[src/rtl/connect4_pkg.sv]
// Shared types and constants for the Connect-4 input front end.
// Holds the decoder state encoding, reject reasons and the switch helpers.
package connect4_pkg;

  localparam int NUM_COLS = 4;
  localparam int ROWS     = 4;

  typedef enum logic [1:0] {
    ST_WAIT_RELEASE = 2'd0,
    ST_IDLE         = 2'd1,
    ST_CHECK        = 2'd2,
    ST_PRESENT      = 2'd3
  } dec_state_t;

  localparam logic [1:0] ERR_NONE     = 2'b00;
  localparam logic [1:0] ERR_ONEHOT   = 2'b01;
  localparam logic [1:0] ERR_FULL     = 2'b10;
  localparam logic [1:0] ERR_INACTIVE = 2'b11;

  function automatic logic is_onehot4(input logic [3:0] v);
    return (v != 4'd0) && ((v & (v - 4'd1)) == 4'd0);
  endfunction

  function automatic logic [1:0] encode4(input logic [3:0] v);
    logic [1:0] idx;
    case (v)
      4'b0010: idx = 2'd1;
      4'b0100: idx = 2'd2;
      4'b1000: idx = 2'd3;
      default: idx = 2'd0;
    endcase
    return idx;
  endfunction

endpackage

[src/rtl/move_input_decoder_if.sv]
// Move request handshake between the input decoder and the column logic.
// The decoder is the master; the consumer drives only move_ready.
interface move_if;
  logic       move_valid;
  logic [1:0] move_col;
  logic       move_ready;
  logic       move_err;
  logic [1:0] err_code;

  modport master (
    output move_valid, move_col, move_err, err_code,
    input  move_ready
  );

  modport slave (
    input  move_valid, move_col, move_err, err_code,
    output move_ready
  );
endinterface

[src/rtl/input_debouncer.sv]
// Two-flop synchroniser plus stability counter for one raw board input.
// quiet is high when the input pipeline holds no pending change.
module input_debouncer #(
  parameter  int DEBOUNCE_CYCLES = 16,
  localparam int CNT_W           = $clog2(DEBOUNCE_CYCLES + 1)
) (
  input  logic clk,
  input  logic reset,
  input  logic raw,
  output logic db,
  output logic quiet
);

  logic             sync_1;
  logic             sync_2;
  logic [CNT_W-1:0] cnt;

  always_ff @(posedge clk or negedge reset) begin
    if (!reset) begin
      sync_1 <= 1'b0;
      sync_2 <= 1'b0;
      cnt    <= '0;
      db     <= 1'b0;
    end else begin
      sync_1 <= raw;
      sync_2 <= sync_1;
      if (sync_2 == db) begin
        cnt <= '0;
      end else if (cnt == CNT_W'(DEBOUNCE_CYCLES - 1)) begin
        cnt <= '0;
        db  <= sync_2;
      end else begin
        cnt <= cnt + 1'b1;
      end
    end
  end

  assign quiet = (sync_1 == db) && (sync_2 == db) && (cnt == '0);

endmodule

[src/rtl/move_input_decoder.sv]
// Turns debounced column switches and drop button into one checked move request per press.
//
//   state           | meaning
//   ----------------+------------------------------------------------------
//   ST_WAIT_RELEASE | button must be released and all inputs settled
//   ST_IDLE         | armed; press edge latches switches and game status
//   ST_CHECK        | judge latched move, raise error or present it
//   ST_PRESENT      | move_valid high until the consumer takes it
module move_input_decoder
  import connect4_pkg::*;
#(
  parameter int DEBOUNCE_CYCLES = 16
) (
  input  logic                clk,
  input  logic                reset,
  input  logic                btn_raw,
  input  logic [NUM_COLS-1:0] sw_raw,
  input  logic [NUM_COLS-1:0] col_full,
  input  logic                game_active,
  move_if.master              mv
);

  logic [4:0]          raw_vec;
  logic [4:0]          db_vec;
  logic [4:0]          quiet_vec;
  logic                btn_db;
  logic                btn_q;
  logic                press;
  logic                settled;
  logic                armed;
  logic [NUM_COLS-1:0] sw_lat;
  logic [NUM_COLS-1:0] full_lat;
  logic                active_lat;
  logic [1:0]          chk_code;
  logic                latch_en;
  logic                check_en;
  dec_state_t          state;
  dec_state_t          state_nxt;

  assign raw_vec = {btn_raw, sw_raw};

  for (genvar i = 0; i < 5; i++) begin : g_db
    input_debouncer #(.DEBOUNCE_CYCLES(DEBOUNCE_CYCLES)) u_db (
      .clk   (clk),
      .reset (reset),
      .raw   (raw_vec[i]),
      .db    (db_vec[i]),
      .quiet (quiet_vec[i])
    );
  end

  assign btn_db  = db_vec[4];
  assign press   = btn_db && !btn_q;
  assign settled = &quiet_vec;

  // armed holds off the first edge after reset, before the synchronisers
  // have seen a button that may be held through reset release.
  always_ff @(posedge clk or negedge reset) begin
    if (!reset) begin
      btn_q <= 1'b0;
      armed <= 1'b0;
      state <= ST_WAIT_RELEASE;
    end else begin
      btn_q <= btn_db;
      armed <= 1'b1;
      state <= state_nxt;
    end
  end

  always_comb begin
    chk_code = ERR_NONE;
    if (!active_lat)
      chk_code = ERR_INACTIVE;
    else if (!is_onehot4(sw_lat))
      chk_code = ERR_ONEHOT;
    else if (full_lat[encode4(sw_lat)])
      chk_code = ERR_FULL;
  end

  always_comb begin
    state_nxt = state;
    case (state)
      ST_WAIT_RELEASE: if (armed && !btn_db && settled) state_nxt = ST_IDLE;
      ST_IDLE:         if (press) state_nxt = ST_CHECK;
      ST_CHECK:        state_nxt = (chk_code == ERR_NONE) ? ST_PRESENT : ST_WAIT_RELEASE;
      ST_PRESENT:      if (mv.move_ready) state_nxt = ST_WAIT_RELEASE;
      default:         state_nxt = ST_WAIT_RELEASE;
    endcase
  end

  always_comb begin
    mv.move_valid = (state == ST_PRESENT);
    latch_en      = (state == ST_IDLE) && press;
    check_en      = (state == ST_CHECK);
  end

  always_ff @(posedge clk or negedge reset) begin
    if (!reset) begin
      sw_lat      <= '0;
      full_lat    <= '0;
      active_lat  <= 1'b0;
      mv.move_col <= 2'b00;
      mv.err_code <= ERR_NONE;
      mv.move_err <= 1'b0;
    end else begin
      mv.move_err <= check_en && (chk_code != ERR_NONE);
      if (latch_en) begin
        sw_lat     <= db_vec[3:0];
        full_lat   <= col_full;
        active_lat <= game_active;
      end
      if (check_en) begin
        mv.err_code <= chk_code;
        if (chk_code == ERR_NONE)
          mv.move_col <= encode4(sw_lat);
      end
    end
  end

endmodule

[src/flat_wrapper.sv]
// flat-port wrapper written by rule: the top's interface ports become plain ports
module move_input_decoder_flat import connect4_pkg::*;
#(
  parameter int DEBOUNCE_CYCLES = 16
)
  (clk, reset, btn_raw, sw_raw, col_full, game_active, mv_move_valid, mv_move_col, mv_move_err, mv_err_code, mv_move_ready);
  move_if mv_i ();
  input  logic clk;
  input  logic reset;
  input  logic btn_raw;
  input  logic [NUM_COLS-1:0] sw_raw;
  input  logic [NUM_COLS-1:0] col_full;
  input  logic game_active;
  output wire logic [$bits(mv_i.move_valid)-1:0] mv_move_valid;
  output wire logic [$bits(mv_i.move_col)-1:0] mv_move_col;
  output wire logic [$bits(mv_i.move_err)-1:0] mv_move_err;
  output wire logic [$bits(mv_i.err_code)-1:0] mv_err_code;
  input wire logic [$bits(mv_i.move_ready)-1:0] mv_move_ready;
  assign mv_move_valid = mv_i.move_valid;
  assign mv_move_col = mv_i.move_col;
  assign mv_move_err = mv_i.move_err;
  assign mv_err_code = mv_i.err_code;
  assign mv_i.move_ready = mv_move_ready;
  move_input_decoder #(.DEBOUNCE_CYCLES(DEBOUNCE_CYCLES)) u_core (.clk(clk), .reset(reset), .btn_raw(btn_raw), .sw_raw(sw_raw), .col_full(col_full), .game_active(game_active), .mv(mv_i));
endmodule
[config.mk]
export PLATFORM = sky130hd
export DESIGN_NAME = move_input_decoder_flat
export DESIGN_NICKNAME = d
export VERILOG_FILES = /design/src/rtl/connect4_pkg.sv /design/src/rtl/move_input_decoder_if.sv /design/src/rtl/input_debouncer.sv /design/src/rtl/move_input_decoder.sv /design/src/flat_wrapper.sv
export SDC_FILE = /design/constraint.sdc
export NUM_CORES = 1
export LEC_CHECK = 0
export BUFFER_PORTS_ARGS = -buffer_cell sky130_fd_sc_hd__buf_4
export CAP_MARGIN = 20
export CORE_MARGIN = 2
export CORE_UTILIZATION = 35
export CTS_CLUSTER_DIAMETER = 120
export DETAILED_ROUTE_END_ITERATION = 8
export SYNTH_ARGS = -nofsm -noshare
export SYNTH_HDL_FRONTEND = slang
export SYNTH_SLANG_ARGS = --single-unit
[constraint.sdc]
create_clock -name clk -period 2.6 [get_ports clk]
set_input_delay 0.52 -clock clk [delete_from_list [all_inputs] [get_ports clk]]
set_output_delay 0.52 -clock clk [all_outputs]
set_load 0.01 [all_outputs]
# Yosys cells after proc, flatten, opt, wreduce, memory -nomap -nowiden
# Cells that the tools add are included.
# totals
reg_bits	58
inputBits	13
out_inout_bits	6
# op_classes
n_reduce_logical	36
muxes	23
addsub	6
bitwise_logic	6
n_eq_ne	24
n_lt_le_gt_ge	1
# op_table
operator	n
$mux 5	10
$add 5x1->5 const B	5
$eq 5x4->1 const B	5
$logic_not 5->1	5
$mux 2	9
$logic_and 1x1->1	16
$reduce_and 2->1	6
$eq 1x1->1	10
$pmux 2 s4	1
$ne 2x1->1 const B	3
$pmux 2 s3	1
$not 1->1	5
$reduce_and 5->1	1
$and 4x4->4	1
$eq 2x2->1 const B	2
$eq 4x2->1 const B	1
$eq 4x3->1 const B	1
$eq 4x4->1 const B	1
$logic_not 2->1	2
$logic_not 4->1	1
$reduce_bool 4->1	1
$sub 4x1->4 const B	1
$lt 2x3->1 const B	1
$reduce_and 3->1	1
other kinds (5)	6

# Depth between registers and ports, before layout
# Gate-level depths: netlist (run 1).
# logic_depth
word_depth	14
ltp_mapped	7
ltp_nobuf	7

# Modules after synthesis
# Synthesis (run 1) repeated with hierarchy kept, for this count alone.
# unflattened
cells_unflattened	224
area_unflattened_um2	2620.0
# by_module_without_submodules
mod	cells_each	instances	area_per_inst_um2
input_debouncer	30	5	346.6
move_input_decoder	74	1	887.1

# Worst setup path before layout (run 1)
# OpenSTA, ideal clock, no wires.
# synth_timing
path_kind	register to register
start	reg u_core.sw_lat[3]
end	reg u_core.mv.move_col[0]
required_ns	2.475
path_slack_ns	0.906
t_arrival_ns	1.569
n_path_buf	1
stages_incl_launch_ff	7
period_less_slack_ns	1.694
cell_sequence	dfrtp_1 > buf_2 > nor4b_4 > and2b_1 > a211oi_2 > nor3_2 > mux2_2
# synth_via
elab_chain_cells	11
elab_cells_between_ends	18
# synth_rtl
item	line_no	rtl
from (decl)	move_input_decoder.sv:31	logic [NUM_COLS-1:0] sw_lat;
from (signal assigned)	move_input_decoder.sv:108	sw_lat <= db_vec[3:0];
$eq 4x4->1 (tied with other cells)	connect4_pkg.sv:26	case (v)
$pmux 2 s3	connect4_pkg.sv:26	
$mux 2	move_input_decoder.sv:74	else if (!is_onehot4(sw_lat))
$mux 2	move_input_decoder.sv:72	if (!active_lat)
$bmux 1 s2	move_input_decoder.sv:76	else if (full_lat[encode4(sw_lat)])
$mux 1 (implied by the code)	move_input_decoder.sv:76	
$mux 2	move_input_decoder.sv:76	
$mux 2	move_input_decoder.sv:74	
$mux 2	move_input_decoder.sv:72	
$logic_not 2->1	move_input_decoder.sv:114	if (chk_code == ERR_NONE)
$reduce_and 2->1 (no source line)	n/a	
to (signal assigned)	move_input_decoder.sv:115	mv.move_col <= encode4(sw_lat);
to (decl)	move_input_decoder_if.sv:11	output move_valid, move_col, move_err, err_code,
# Parallel ways exist; a longest one is shown, timed or not. The select of a mux whose other input is x is not followed.
# A chain may end at the register's enable or synchronous reset.

# Worst setup path in the final report (run 1)
# layout_timing
start	reg u_core.sw_lat[2]
end	reg u_core.mv.move_col[0]
# The elaborated chain is that of the path after synthesis.

==> impl_metrics.py, run 1 <==
metrics = {
    "power_and_ir_drop": {
        "clkPwrFrac": 0.444,
        "power.leakage_uw": 0.00147,
        "p_seq_frac": 0.504,
        "swShare": 0.226,
        "ir_drop_mv": 0.291,
        "p_int_uw": 1470,
        "power_switching_uw": 429,
        "pwr-share-comb": 0.052,
        "p_per_area_nw_per_um2": 633,
    },
    "sta": {
        "setup_ws_ns": 0.705,
        "relSlewSlack": 0.515,
        "hold_viol": 0,
        "clock_skew_ns": 0.00835,
        "min_period_over_period": 0.729,
        "final.min_clock_period_ns": 1.90,
        "max_slew.worst_pin.slew_ns": 0.728,
        "fin_tns_setup_ns": 0,
        "rsz0062_at_grt": "no",
        "setup_viol_count_final": 0,
        "fmax_mhz": 528,
        "report.final.slew_viol_count": 0,
    },
    "job": {
        "maxCapViolCount": 0,
    },
    "critical_path": {
        "max_stage_delay_ns": 0.47,
        "cp.required_ns": 2.82,
        "worst_ep_arrival_time_ns": 2.12,
        "timing_worst_setup_path_type": "reg2reg",
        "crit_family": "simple AND/OR/NAND/NOR gates",
        "path_cells": "nor4b_4, and2b_1, a211oi_2, nor3_2, mux2_2",
        "worst-path-buf-inv": 0,
        "startpoint_type": "flip-flop",
        "crit_path_end_kind": "flip-flop",
        "slowest_stage": "dfrtp_1",
        "cp_max_fo": 7,
    },
    "floorplanning": {
        "core_um2": 7140,
        "initial_core_util": 0.357,
        "dieWidth_um": 89.3,
        "die_area_um2": 7970,
        "io_pins": 19,
        "fp.dieH_um": 89.3,
        "fp-row-count": 31,
    },
    "clock_network": {
        "numClockSinks": 58,
        "postCtsHoldBufs": 0,
        "insertion_delay_ns": 0.33,
        "cts.clk_slew.worst_paths_ns": 0.07,
        "cts-root-buf": "clkbuf_8",
        "cts_tree": "done",
        "numCtsBuffers": 9,
        "post-cts-setup-buffers": 0,
        "clockBufferDepth": 2,
        "cts_resized": 0,
        "cts_max_level": 3,
    },
    "drt": {
        "wl_mm": 4.39,
        "via_per_inst": 4.58,
        "antenna_left": 0,
        "wl_per_cell_um": 12.6,
        "drc": 0,
        "first_pass_iters": 4,
        "drtIter0Drc": 89,
        "vias": 1600,
    },
    "logic_synthesis": {
        "async_flop_share": 1.00,
        "synth_edf_count": 0,
        "yosysWarnings": 0,
        "syn_avg_cell_area_um2": 11.7,
        "synthesis.area_um2": 2540,
        "ys_seq_area_frac": 0.570,
        "ys_types": 40,
        "synth_top_flop_cell": "dfrtp_1",
        "synth_seq_cells": 58,
        "synthesis.nets": 240,
        "syn_inst": 217,
    },
    "global_route": {
        "grt_pass1_wl_mm": 7.72,
        "antenna_found_initial": 0,
        "globalRouteTotalUtil": 0.132,
        "grt_pass1_vias": 1640,
        "grt_start_max_net_pins": 59,
        "grt_overflow": 0,
    },
    "hold_path": {
        "hold_path_class": "in2async",
    },
    "cells_and_area": {
        "drive_gt1_frac": 0.212,
        "diodes": 0,
        "mostFrequentLayoutCells": "dfrtp_1, nor2_1, buf_4",
        "num-nets-final": 268,
        "final_common_cell": "dfrtp_1",
        "syn_to_final_growth_pct": 17.9,
        "design_area_um2": 3000,
    },
    "run_status": {
        "status": "completed",
    },
    "placement": {
        "dpl-instance-area_um2": 2800,
        "gp_congestion": 0.779,
        "place_hpwl_mm": 3.15,
        "numPortBuffers": 18,
        "dpl_worst_slack_ns": 0.719,
    },
}
[registers in the layout, summed over array words and instances (netlist names), 4 cells and up]
signal / cells
u_core.g_db.u_db.cnt: 25
u_core.g_db.u_db.sync_1: 5
u_core.full_lat: 4
u_core.g_db.u_db.db: 5
u_core.g_db.u_db.sync_2: 5
u_core.sw_lat: 4
[cells by family after synthesis]
group / Yosys count / synth area share
and+or+nand+nor: 76 / 0.166
DFF: 58 / 0.570
xor gates and xnor gates: 21 / 0.0723
AOI/OAI and AO/OA: 20 / 0.0506
buffers and inverters: 17 / 0.0285
muxes: 14 / 0.0615
adders and majority gates: 10 / 0.0492
other: 1 / 0.00147
[layer usage]
layer / vias up / track usage / share of wire
met5: - / 0 / 0
met4: 0 / 0.0488 / 0.017
met3: 7 / 0.0554 / 0.043
met2: 24 / 0.204 / 0.46
met1: 777 / 0.165 / 0.48
li1: 792 / - / -
[cell type report]
| cell class | count | area (µm²) |
|---|---|---|
| fillers | 685 | 4140 |
| clock inverters | 4 | 50.0 |
| inverters | 15 | 56.3 |
| well taps | 99 | 124 |
| clock buffers | 12 | 155 |
| repair buffers | 19 | 143 |
| flip-flops and latches | 58 | 1450 |
| multi-input cells | 142 | 1020 |
[power groups by stage]
stage | clock network (µW) | registers [µW] | logic, µW
global placement | 0 | 972 | 101
finish | 843 | 957 | 98.7
floorplan | 0 | 967 | 55.5
detailed placement | 0 | 974 | 103
CTS | 871 | 957 | 103
global route | 922 | 961 | 117
[stage by stage]
stage / util / hold WS, ns / std cells / power, µW
3_5_place_dp: 0.392 / 0.395 / 333 / 1080
2_1_floorplan: - / 0.224 / 217 / 1020
3_3_place_gp: 0.392 / 0.389 / 333 / 1070
4_1_cts: 0.420 / 0.269 / 349 / 1930
6_report: 0.420 / 0.245 / 349 / 1900
5_1_grt: 0.420 / 0.263 / 349 / 2000
[final timing paths]
kind / start / endpoint / slack, ns / cells past startpoint
worst max register to register: u_core.sw_lat[2] / u_core.mv.move_col[0] / 0.70 / 5
worst max-delay path: u_core.sw_lat[2] / u_core.mv.move_col[0] / 0.70 / 5
worst min register to register: u_core.g_db[2].u_db.sync_1 / u_core.g_db[2].u_db.sync_2 / 0.39 / 0
worst min-delay path: reset / u_core.g_db[2].u_db.sync_2 / 0.24 / 1
min in group clk: sw_raw[1] / u_core.g_db[1].u_db.sync_1 / 0.29 / 1
max in group asynchronous: reset / u_core.g_db[4].u_db.db / 1.87 / 1
[worst register-to-register path, delay by kind of cell (launching register included)]
family	cells	cell delay [ns]
muxes	1	0.38
AOI/OAI and AO/OA	1	0.06
DFF	1	0.47
and+or+nand+nor	3	0.87
[cells in the mapped netlist, types with 2 or more instances]
cell	n	area, µm²
nor2_1	25	93.8
and3_1	5	31.3
nand3_1	9	45.0
inv_1	15	56.3
nor2b_1	2	12.5
nor4_1	3	18.8
nand4_1	2	12.5
a21oi_1	2	10.0
nand2_1	6	22.5
nor3b_1	2	15.0
xnor2_1	7	61.3
nor3_1	3	15.0
and2_1	8	50.1
xor2_1	14	123
ha_1	10	125
o21ai_0	9	45.0
dfrtp_1	58	1450
a31oi_1	2	12.5
mux2_2	13	146
nor4b_1	2	17.5
(Power assumes the default switching activity.)
==> run 2: changes to the inputs <==
Clock period 2.6 ns to 1.7 ns, I/O delays scaled along.
==> impl_metrics.py, run 2 (same netlist as run 1, synthesis figures left out) <==
metrics = {
    "sta": {
        "report.final.slew_viol_count": 0,
        "final.min_clock_period_ns": 1.71,
        "setup_viol_count_final": 1,
        "fmax_mhz": 584,
        "min_period_over_period": 1.01,
        "hold_viol": 0,
        "rsz0062_at_grt": "yes",
        "holdWs_ns": 0.110,
        "clock_skew_ns": 0.00586,
        "setup_ws_ns": -0.0128,
    },
    "clock_network": {
        "numCtsBuffers": 9,
        "cts.clk_slew.worst_paths_ns": 0.07,
        "numClockSinks": 58,
        "insertion_delay_ns": 0.34,
        "cts-root-buf": "clkbuf_8",
        "clockBufferDepth": 2,
        "cts_tree": "done",
        "cts_max_level": 3,
    },
    "cells_and_area": {
        "regMostFlops": "u_core.g_db.u_db.cnt",
        "largest_reg_flops": 25,
        "mostFrequentLayoutCells": "dfrtp_1, buf_4, nor2_1",
        "syn_to_final_growth_pct": 28.2,
        "final_common_cell": "dfrtp_1",
        "num-nets-final": 290,
        "diodes": 0,
        "drive_gt1_frac": 0.298,
    },
    "run_status": {
        "failed_checks": "setup timing",
        "status": "finished, violations left",
    },
    "critical_path": {
        "cp.required_ns": 1.92,
        "slowest_stage": "dfrtp_2",
        "timing_worst_setup_path_type": "reg2reg",
        "path_cells": "nor4b_4, and2b_1, a211oi_4, nor3_4, mux2_4",
        "startpoint_type": "flip-flop",
        "worst_ep_arrival_time_ns": 1.94,
        "cp_max_fo": 5,
        "max_stage_delay_ns": 0.45,
        "crit_path_end_kind": "flip-flop",
    },
    "power_and_ir_drop": {
        "power.leakage_uw": 0.00162,
        "p_per_area_nw_per_um2": 992,
        "ir_drop_mv": 0.472,
        "power_uw": 3230,
    },
    "global_route": {
        "globalRouteTotalUtil": 0.138,
        "grt_pass1_vias": 1690,
        "grt_start_max_net_pins": 31,
        "grt_overflow": 0,
        "grt_pass1_wl_mm": 8.03,
        "antenna_found_initial": 0,
    },
    "floorplanning": {
        "initial_core_util": 0.357,
        "io_pins": 19,
        "fp-row-count": 31,
        "die_area_um2": 7970,
        "dieWidth_um": 89.3,
        "fp.dieH_um": 89.3,
        "core_um2": 7140,
    },
    "drt": {
        "vias": 1674,
        "drc": 0,
        "wl_mm": 4.76,
        "antenna_left": 0,
        "wl_per_cell_um": 12.8,
        "via_per_inst": 4.51,
        "drtIter0Drc": 31,
        "first_pass_iters": 4,
    },
    "placement": {
        "numPortBuffers": 18,
        "gp_congestion": 0.760,
        "dpl_worst_slack_ns": -0.0763,
        "place_hpwl_mm": 3.46,
    },
    "job": {
        "maxCapViolCount": 0,
    },
    "hold_path": {
        "hold_path_class": "in2reg",
    },
}
run 2: final cells by class:
cell class,count,area (µm²)
fillers,703,3870
clock buffers,11,151
clock inverters,5,100
well taps,99,124
repair buffers,41,323
inverters,15,56.3
flip-flops and latches,58,1450
multi-input cells,142,1050
run 2: path summary, 6_finish.rpt:
path,from,end,slack (ns),cells past startpoint
max,u_core.sw_lat[2],u_core.mv.move_col[0],-0.01,5
min,sw_raw[0],u_core.g_db[0].u_db.sync_1,0.11,1
max reg2reg,u_core.sw_lat[2],u_core.mv.move_col[0],-0.01,5
min reg2reg,u_core.g_db[3].u_db.sync_1,u_core.g_db[3].u_db.sync_2,0.41,0
max in group asynchronous,reset,u_core.g_db[3].u_db.cnt[0],0.73,3
min in group asynchronous,reset,u_core.g_db[1].u_db.cnt[3],0.48,2
run 2: critical path, delay by kind of cell (launching register included):
family,cells,cell delay (ns)
multiplexers,1,0.32
AND/OR/NAND/NOR,3,0.77
AO/OA/AOI/OAI,1,0.06
flip-flops,1,0.45
run 2: power by group:
group / switching [µW] / internal (µW) / total [µW]
sequential: 36.2 / 1420 / 1460
combinational: 92.3 / 93.6 / 186
clock: 541 / 1050 / 1590
total: 669 / 2560 / 3230
run 2: timing repair:
item | CTS | global route
hold endpoints to repair | 28 | 0
pin swaps | 6 | 4
setup endpoints to repair | 4 | 5
resized for setup | 2 | 8
hold buffers | 1 | 0
setup buffers | 1 | 0
run 2: metal layers:
metal	GRT usage	share of wire	vias to the layer above	routed length, µm
met5	0	0	-	0
met1	0.176	0.48	814	2280
met2	0.216	0.47	23	2230
met3	0.0480	0.037	8	178
li1	-	-	829	-
met4	0.0529	0.013	0	63
run 2: per-stage QoR:
step | std cells | utilization | cell area [µm²] | setup TNS (ns)
floorplan | 217 | - | 2540 | 0
global placement | 353 | 0.414 | 2960 | -0.0481
detailed placement | 353 | 0.414 | 2960 | -0.146
CTS | 371 | 0.453 | 3230 | -0.155
global route | 371 | 0.457 | 3260 | -0.360
finish | 371 | 0.457 | 3260 | -0.0128
==> run 3: changes to the inputs <==
Settings changed: CORE_MARGIN 2 to 5.
==> impl_metrics.py, run 3 (same netlist as run 1, synthesis figures left out) <==
metrics = {
    "run_status": {
        "status": "finished, violations left",
        "failed_checks": "setup timing",
    },
    "floorplanning": {
        "initial_core_util": 0.355,
        "fp.dieH_um": 95.3,
        "core_um2": 7180,
        "die_area_um2": 9080,
        "io_pins": 19,
        "dieWidth_um": 95.3,
        "fp-row-count": 31,
    },
    "cells_and_area": {
        "largest_reg_flops": 25,
        "mostFrequentLayoutCells": "dfrtp_1, buf_4, nor2_1",
        "syn_to_final_growth_pct": 22.9,
        "final_common_cell": "dfrtp_1",
        "fin_cells": 366,
        "num-nets-final": 285,
        "final_util": 0.436,
        "seq_area_um2": 1450,
        "regMostFlops": "u_core.g_db.u_db.cnt",
        "multi_input_area_um2": 1040,
        "fillers": 681,
        "diodes": 0,
        "drive_gt1_frac": 0.277,
    },
    "critical_path": {
        "startpoint_type": "flip-flop",
        "crit_path_end_kind": "flip-flop",
        "worst_ep_arrival_time_ns": 1.96,
        "timing_worst_setup_path_type": "reg2reg",
        "slowest_stage": "dfrtp_2",
        "worst-path-buf-inv": 0,
        "crit_family": "simple AND/OR/NAND/NOR gates",
        "max_stage_delay_ns": 0.45,
        "cp.required_ns": 1.92,
        "cp_max_fo": 5,
        "path_cells": "nor4b_4, and2b_1, a211oi_2, nor3_2, mux2_4",
    },
    "sta": {
        "final.min_clock_period_ns": 1.75,
        "report.final.slew_viol_count": 0,
        "setup_ws_ns": -0.0460,
        "min_period_over_period": 1.03,
        "setup_viol_count_final": 2,
        "clock_skew_ns": 0.0116,
        "rsz0062_at_grt": "yes",
        "fmax_mhz": 573,
        "hold_viol": 0,
    },
    "placement": {
        "dpl_worst_slack_ns": -0.0939,
        "post-place-cells": 346,
        "place_hpwl_mm": 3.28,
        "numPortBuffers": 18,
        "gp_congestion": 0.749,
    },
    "global_route": {
        "grt_start_max_net_pins": 34,
        "grt_pass1_wl_mm": 7.90,
        "grt_overflow": 0,
        "antenna_found_initial": 0,
        "grt_use_met1": 0.143,
        "grtUsageMet3": 0.0418,
        "top_usage_layer": "met2",
        "use_met2": 0.179,
        "globalRouteTotalUtil": 0.115,
        "grt_pass1_vias": 1676,
    },
    "drt": {
        "drc": 0,
        "wl_mm": 4.57,
        "vias": 1685,
        "via_per_inst": 4.60,
        "antenna_left": 0,
        "drtIter0Drc": 29,
        "wl_per_cell_um": 12.5,
        "first_pass_iters": 4,
    },
    "clock_network": {
        "numCtsBuffers": 9,
        "insertion_delay_ns": 0.34,
        "cts_tree": "done",
        "numClockSinks": 58,
        "clockBufferDepth": 2,
        "cts-root-buf": "clkbuf_8",
        "cts.clk_slew.worst_paths_ns": 0.06,
        "cts_max_level": 3,
    },
    "power_and_ir_drop": {
        "p_int_uw": 2070,
        "p_seq_frac": 0.536,
        "power.leakage_uw": 0.00155,
        "pwr-share-comb": 0.066,
        "p_per_area_nw_per_um2": 871,
        "clkPwrFrac": 0.398,
        "power_switching_uw": 652,
        "power_uw": 2720,
        "swShare": 0.239,
        "ir_drop_mv": 0.575,
    },
    "job": {
        "maxCapViolCount": 0,
    },
    "hold_path": {
        "hold_path_class": "in2reg",
    },
}
[run 3: cell types whose count changed in the layout (fill, tap and decap cells not counted), sizes merged]
cell	previous run	this run
clkinvlp	0	2
bufinv	3	0
clkinv	2	3
buf	40	35
[run 3: cell type report]
type | count | area share
sequential | 58 | 0.465
multi-input combinational | 142 | 0.332
timing repair buffer | 36 | 0.0912
clock buffer | 11 | 0.0452
tap | 99 | 0.0396
inverter | 15 | 0.0180
clock inverter | 5 | 0.00960
[run 3: timing repair]
item,CTS,global route
gates resized for setup,3,4
setup endpoints to repair,4,5
hold endpoints to repair,25,0
pin swaps,3,4
hold buffers,1,0
buffers inserted,2,1
[run 3: path summary, 6_finish.rpt]
path | to | start | slack (ns) | cells past startpoint
setup / recovery | u_core.mv.move_col[0] | u_core.sw_lat[2] | -0.05 | 5
hold / removal | u_core.g_db[4].u_db.sync_1 | btn_raw | 0.12 | 1
setup reg to reg | u_core.mv.move_col[0] | u_core.sw_lat[2] | -0.05 | 5
hold reg to reg | u_core.g_db[3].u_db.sync_2 | u_core.g_db[3].u_db.sync_1 | 0.41 | 0
max in group asynchronous | u_core.g_db[2].u_db.cnt[3] | reset | 0.75 | 3
min in group asynchronous | u_core.full_lat[3] | reset | 0.47 | 2
[run 3: stage by stage]
step | hold slack (ns) | instance area [µm²] | TNS [ns]
after floorplan | 0.0444 | 2540 | 0
after CTS | 0.0933 | 3110 | -0.129
after detailed placement | 0.282 | 2910 | -0.255
after global routing | 0.0902 | 3130 | -0.286
after global placement | 0.278 | 2910 | -0.0548
final | 0.115 | 3130 | -0.0566
[run 3: worst reg2reg max path, cell delays in order (launching register included)]
cell and delay (ns):
dfrtp_2 0.45, nor4b_4 0.32, and2b_1 0.19, a211oi_2 0.05, nor3_2 0.30, mux2_4 0.33
[run 3: routing by layer]
layer / vias to the layer above / wire length [µm]
met5: - / 0
met4: 0 / 61
met3: 6 / 234
met2: 24 / 2150
met1: 834 / 2120
li1: 821 / -
[run 3: power groups by stage]
| stage | registers (µW) | logic, µW | clock network [µW] |
|---|---|---|---|
| 4_1_cts | 1460 | 184 | 1130 |
| 5_1_grt | 1470 | 209 | 1180 |
| 3_3_place_gp | 1480 | 177 | 0 |
| 2_1_floorplan | 1480 | 84.8 | 0 |
| 3_5_place_dp | 1490 | 181 | 0 |
| 6_report | 1460 | 179 | 1080 |
